[src/rtl/fp_normalize_pipe.sv]
// Post-add/sub normaliser: leading-one search, left shift, exponent adjust and
// zero/underflow/overflow classification in a 3-stage valid/ready pipeline.
module fp_normalize_pipe #(
  parameter int EXP_W  = 8,
  parameter int FRAC_W = 24,
  parameter int TAG_W  = 4
) (
  input  logic              clk,
  input  logic              rst_n,
  input  logic              in_valid,
  output logic              in_ready,
  input  logic [EXP_W-1:0]  exp_in,
  input  logic [FRAC_W:0]   frac_in,
  input  logic [TAG_W-1:0]  tag_in,
  output logic              out_valid,
  input  logic              out_ready,
  output logic [EXP_W-1:0]  exp_out,
  output logic [FRAC_W-1:0] frac_out,
  output logic              round_bit,
  output logic              zero_flag,
  output logic              uflow_flag,
  output logic              oflow_flag,
  output logic [TAG_W-1:0]  tag_out
);
  localparam int NW = $clog2(FRAC_W + 1);
  localparam int XW = EXP_W + 2;
  localparam logic signed [XW-1:0] EXP_MAX = XW'((2 ** EXP_W) - 1);

  typedef struct packed {
    logic [EXP_W-1:0]  exp;
    logic [FRAC_W:0]   frac;
    logic [TAG_W-1:0]  tag;
  } s1_t;

  typedef struct packed {
    logic [XW-1:0]     exp_ext;
    logic [FRAC_W:0]   sh;
    logic              zero;
    logic [TAG_W-1:0]  tag;
  } s2_t;

  typedef struct packed {
    logic [EXP_W-1:0]  exp;
    logic [FRAC_W-1:0] frac;
    logic              rnd;
    logic              zero;
    logic              uflow;
    logic              oflow;
    logic [TAG_W-1:0]  tag;
  } s3_t;

  logic [3:1] vld_pipe;
  logic [3:1] rdy;
  s1_t        s1_q;
  s2_t        s2_q, s2_d;
  s3_t        s3_q, s3_d;
  logic [NW-1:0] n;

  // Ready ripples back from the consumer so a full pipe still moves every cycle.
  assign rdy[3]   = !vld_pipe[3] || out_ready;
  assign rdy[2]   = !vld_pipe[2] || rdy[3];
  assign rdy[1]   = !vld_pipe[1] || rdy[2];
  assign in_ready = rdy[1];

  always_ff @(posedge clk or negedge rst_n) begin
    if (!rst_n) begin
      vld_pipe <= '0;
    end else begin
      if (rdy[1]) vld_pipe[1] <= in_valid;
      if (rdy[2]) vld_pipe[2] <= vld_pipe[1];
      if (rdy[3]) vld_pipe[3] <= vld_pipe[2];
    end
  end

  function automatic logic [NW-1:0] lzc(input logic [FRAC_W:0] f);
    logic [NW-1:0] r;
    r = NW'(FRAC_W);
    for (int i = 0; i <= FRAC_W; i++)
      if (f[i]) r = NW'(FRAC_W - i);
    return r;
  endfunction

  // S1: input capture
  always_ff @(posedge clk) begin
    if (rdy[1] && in_valid) s1_q <= '{exp: exp_in, frac: frac_in, tag: tag_in};
  end

  // S2: shift and exponent adjust, widened so the result never wraps
  always_comb begin
    n            = lzc(s1_q.frac);
    s2_d.sh      = s1_q.frac << n;
    s2_d.exp_ext = {2'b00, s1_q.exp} + XW'(1) - {{(XW-NW){1'b0}}, n};
    s2_d.zero    = (s1_q.frac == '0);
    s2_d.tag     = s1_q.tag;
  end

  always_ff @(posedge clk) begin
    if (rdy[2] && vld_pipe[1]) s2_q <= s2_d;
  end

  // S3: classification, zero > underflow > overflow > normal
  always_comb begin
    s3_d     = '0;
    s3_d.tag = s2_q.tag;
    if (s2_q.zero) begin
      s3_d.zero = 1'b1;
    end else if ($signed(s2_q.exp_ext) <= 0) begin
      s3_d.uflow = 1'b1;
    end else if ($signed(s2_q.exp_ext) >= EXP_MAX) begin
      s3_d.oflow = 1'b1;
      s3_d.exp   = '1;
    end else begin
      s3_d.exp  = s2_q.exp_ext[EXP_W-1:0];
      s3_d.frac = s2_q.sh[FRAC_W:1];
      s3_d.rnd  = s2_q.sh[0];
    end
  end

  always_ff @(posedge clk or negedge rst_n) begin
    if (!rst_n)                     s3_q <= '0;
    else if (rdy[3] && vld_pipe[2]) s3_q <= s3_d;
  end

  assign out_valid  = vld_pipe[3];
  assign exp_out    = s3_q.exp;
  assign frac_out   = s3_q.frac;
  assign round_bit  = s3_q.rnd;
  assign zero_flag  = s3_q.zero;
  assign uflow_flag = s3_q.uflow;
  assign oflow_flag = s3_q.oflow;
  assign tag_out    = s3_q.tag;
endmodule

[config.mk]
export PLATFORM = sky130hd
export DESIGN_NAME = fp_normalize_pipe
export DESIGN_NICKNAME = d
export VERILOG_FILES = /design/src/rtl/fp_normalize_pipe.sv
export SDC_FILE = /design/constraint.sdc
export NUM_CORES = 1
export LEC_CHECK = 0
export BUFFER_PORTS_ARGS = -buffer_cell sky130_fd_sc_hd__buf_2
export CAP_MARGIN = 20
export CORE_MARGIN = 5
export CORE_UTILIZATION = 44
export CTS_BUF_LIST = sky130_fd_sc_hd__clkbuf_4
export CTS_CLUSTER_DIAMETER = 30
export DETAILED_ROUTE_END_ITERATION = 8
export PLACE_DENSITY = 0.74
export REMOVE_ABC_BUFFERS = 1
export SLEW_MARGIN = 20
export SYNTH_ARGS = -nofsm -noshare
export SYNTH_HDL_FRONTEND = slang
export SYNTH_SLANG_ARGS = --single-unit
[constraint.sdc]
create_clock -name clk -period 8.8 [get_ports clk]
set_clock_uncertainty 0.15 [all_clocks]
set_input_delay 1.32 -clock clk [delete_from_list [all_inputs] [get_ports clk]]
set_output_delay 1.32 -clock clk [all_outputs]
set_load 0.03 [all_outputs]
==> results.md <==
* Outcome: finished clean
* Htree depth at 4
* Worst-margin pin slew at 0.917 ns
* Pwr Density at 205 nW/um2
* Gp weighted congestion at 0.860
* Ys async rst share at 0.358
* Yosys cell types at 73
* # Post-CTS Setup Buffers at 0
* Drc violations at 0
* Post-synth EDFFs at 77
* Hold WC Path Type: flop to flop
* CTS clock-pin slew for the worst setup and hold paths at 0.11 ns
* N_diodes at 0
* Max_cap viols at 0
* Hold-fix buffers at CTS at 0
* Rel. slew slack at 0.388
* Share of cells above drive strength 1 at 0.245
* Die X at 126 um
* Start of the worst register-to-register path: s1_q[26]
* Mapped Avg Cell Area at 11.6 um2
* Gate Count Post-Synth at 515
* Die area at 16000 um2
* Fin. max-slew vios at 0
* Final TNS setup at 0 ns
* Vias in the first global route at 4186
* TritonCTS Buffers at 17
* Largest net degree at the start of global routing at 44
* Skew-Pair Late Insertion Delay at 0.53 ns
* Worst setup startpoint: s1_q[26]
* WHS Endpoint: s2_q[2]
* Total track usage at 0.168
* Placed insts at 755
* VDD IR max at 85.1 uV
* Leak at 2.79 nW
* RSZ-0062 raised after global routing: false
* Via/cell ratio at 5.53
* Synthesized cell area at 5960 um2
* Yosys top cell area share at 0.388
* Post-CTS resize count at 0
* Core area at 13200 um2
* Worst Hold Launch: s1_q[2]
* Worst endpoint required time at 8.95 ns
* TritonCTS clock tree: built
* # setup viols final at 0
* I/O pins at 83
* Crit-path max FO at 26
* Setup slack, reg-to-reg at 4.26 ns
* Finished Layout Cells at 787
* Synth Warn # at 0
* Cells on Worst Hold Path at 0
* Final #Nets at 653
* Die H at 126 um
* Syn-to-layout area delta at 13.4%
* Synth area leader: edfxtp_1
* Top_reg_cell synth: edfxtp_1
* Register area share after synthesis at 0.569
* CTS root buf: clkbuf_4
* Cell row count at 42
* Antenna violations before repair at 0
* IO buf count at 82
* Initial core utilization at 0.450
* DR pass1 iterations at 5
* Critical Path, Cell by Cell: nor4_2 -> o21ai_2 -> nor2_4 -> inv_2 -> ha_1 -> ha_1 -> a21o_1 -> a21oi_1 -> o21bai_1 -> a21oi_1 -> nor2b_1 -> nor2_1 -> o21bai_1 -> xnor2_1
* Synth area leaders: edfxtp_1 (39%), dfrtp_1 (18%), nor2_1 (3.9%)
* Hpwl dp at 9750 um
* Critical Path AT at 4.69 ns
* R2R cell count at 14
* Worst setup SP type: flop
* #FFs+latches synth at 120
* Final hold vios at 0
* Reg2reg end: s2_q[38]
* DR WL/cell at 16.8 um
* Fillers at 1213
* Fmax achieved at 220 MHz
* Clock Path Buffers at 2
* First-pass GRT wire length at 21300 um
* Clk sinks at 120
* Kind of critical path: flop to flop
* Tmin final at 4.54 ns
* Vias at 4351
* Critical Path Max Stage Delay at 0.71 ns
* DRT iter0 DRCs at 305
* Routed wire length at 13200 um
* Crit-path slowest cell: nor4_2
* Remaining Overflow, GRT at 0
* CP Capture Type: flop
* Routed Antenna Nets at 0
* Tcrit/Tclk final at 0.516
layout make-up:
cell class	instances	area (um2)	share of cell area
Clock buffer	17	128	0.0189
Clock inverter	15	126	0.0187
Inverter	19	71.3	0.0106
Multi-Input combinational cell	353	2370	0.351
Sequential cell	120	3390	0.502
Tap cell	176	220	0.0326
Timing Repair Buffer	87	448	0.0663
Yosys cell counts (all sizes together), types with 5 or more instances:
cell and n:
a211oi 7, a21oi 19, a22o 25, a31oi 5
and2 6, buf 13, clkbuf 10, dfrtp 43
edfxtp 77, ha 13, inv 19, mux2 7
mux2i 18, nand2 52, nand2b 6, nand3 6
nor2 63, nor2b 6, nor3 8, nor4 8
o2111ai 6, o211ai 10, o21ai 27, o21bai 7
o22ai 6
flip-flops by register name (all words and copies together) (netlist names):
signal      cells
exp_out         8
frac_out       24
oflow_flag      1
round_bit       1
s1_q           37
s2_q           40
tag_out         4
uflow_flag      1
vld_pipe        3
zero_flag       1
cells by family after synthesis:
group           count (synthesis)  share of synthesized area
compound gates                139                      0.180
xor+xnor                        6                    0.00882
fa+ha+maj                      14                     0.0307
buf+inv                        42                     0.0342
flops                         120                      0.569
mux                            25                     0.0435
simple gates                  169                      0.134
critical path, delay by kind of cell (launching register included):
kind                       cells  cell delay (ns)
AOI/OAI and AO/OA              6             1.02
DFF                            1             0.54
and+or+nand+nor                4             1.40
xor gates and xnor gates       1             0.13
adders and majority gates      2             0.72
buffers and inverters          1             0.35
metrics by stage:
stage / hold WS (ns) / util / worst slack, ns / instance area [um2] / total power [W]
floorplan: 0.250 / - / 4.37 / 5820 / 0.000938
global placement: 0.257 / 0.491 / 4.47 / 6500 / 0.00103
detailed placement: 0.255 / 0.491 / 4.39 / 6500 / 0.00104
CTS: 0.269 / 0.510 / 4.36 / 6760 / 0.00140
global route: 0.290 / 0.510 / 3.93 / 6760 / 0.00146
finish: 0.275 / 0.510 / 4.26 / 6760 / 0.00138
layout by cell type, fill, tap and decap left out, drive strengths merged, types with 3 or more instances in the layout:
| master | count |
|---|---|
| nand2 | 52 |
| o22ai | 6 |
| buf | 87 |
| edfxtp | 77 |
| nor3 | 8 |
| nor2b | 6 |
| nand3 | 6 |
| inv | 24 |
| mux2 | 7 |
| o21ai | 27 |
| nor4 | 8 |
| a31oi | 5 |
| o211ai | 10 |
| and2 | 6 |
| a21oi | 19 |
| a22o | 25 |
| clkbuf | 17 |
| or4 | 3 |
| o21bai | 7 |
| mux2i | 18 |
| nand2b | 6 |
| o221ai | 4 |
| dfrtp | 43 |
| o2111ai | 6 |
| o31ai | 4 |
| a211oi | 7 |
| xnor2 | 4 |
| clkinv | 9 |
| ha | 13 |
| nor2 | 63 |
how the worst max path moves through the flow:
stage / slack, ns / cells after the start / endpoint
finish: 4.26 / 14 / s2_q[38]
global route: 3.93 / 14 / s2_q[38]
CTS: 4.36 / 14 / s2_q[38]
detailed placement: 4.39 / 14 / s2_q[38]
global placement: 4.47 / 14 / s2_q[38]
floorplan: 4.37 / 14 / s2_q[37]
power breakdown:
group	switching (W)	internal (W)	leakage [nW]
Sequential	0.0000446	0.000683	1.30
Combinational	0.000200	0.000104	1.34
Clock	0.000211	0.000141	0.151
metal layers:
metal,up-vias,share of wire,global-route usage
li1,2110,-,-
met1,2070,0.44,0.221
met2,156,0.48,0.266
met3,15,0.068,0.0483
met4,0,0.013,0.0587
met5,-,0,0
(Power assumes the default switching activity.)
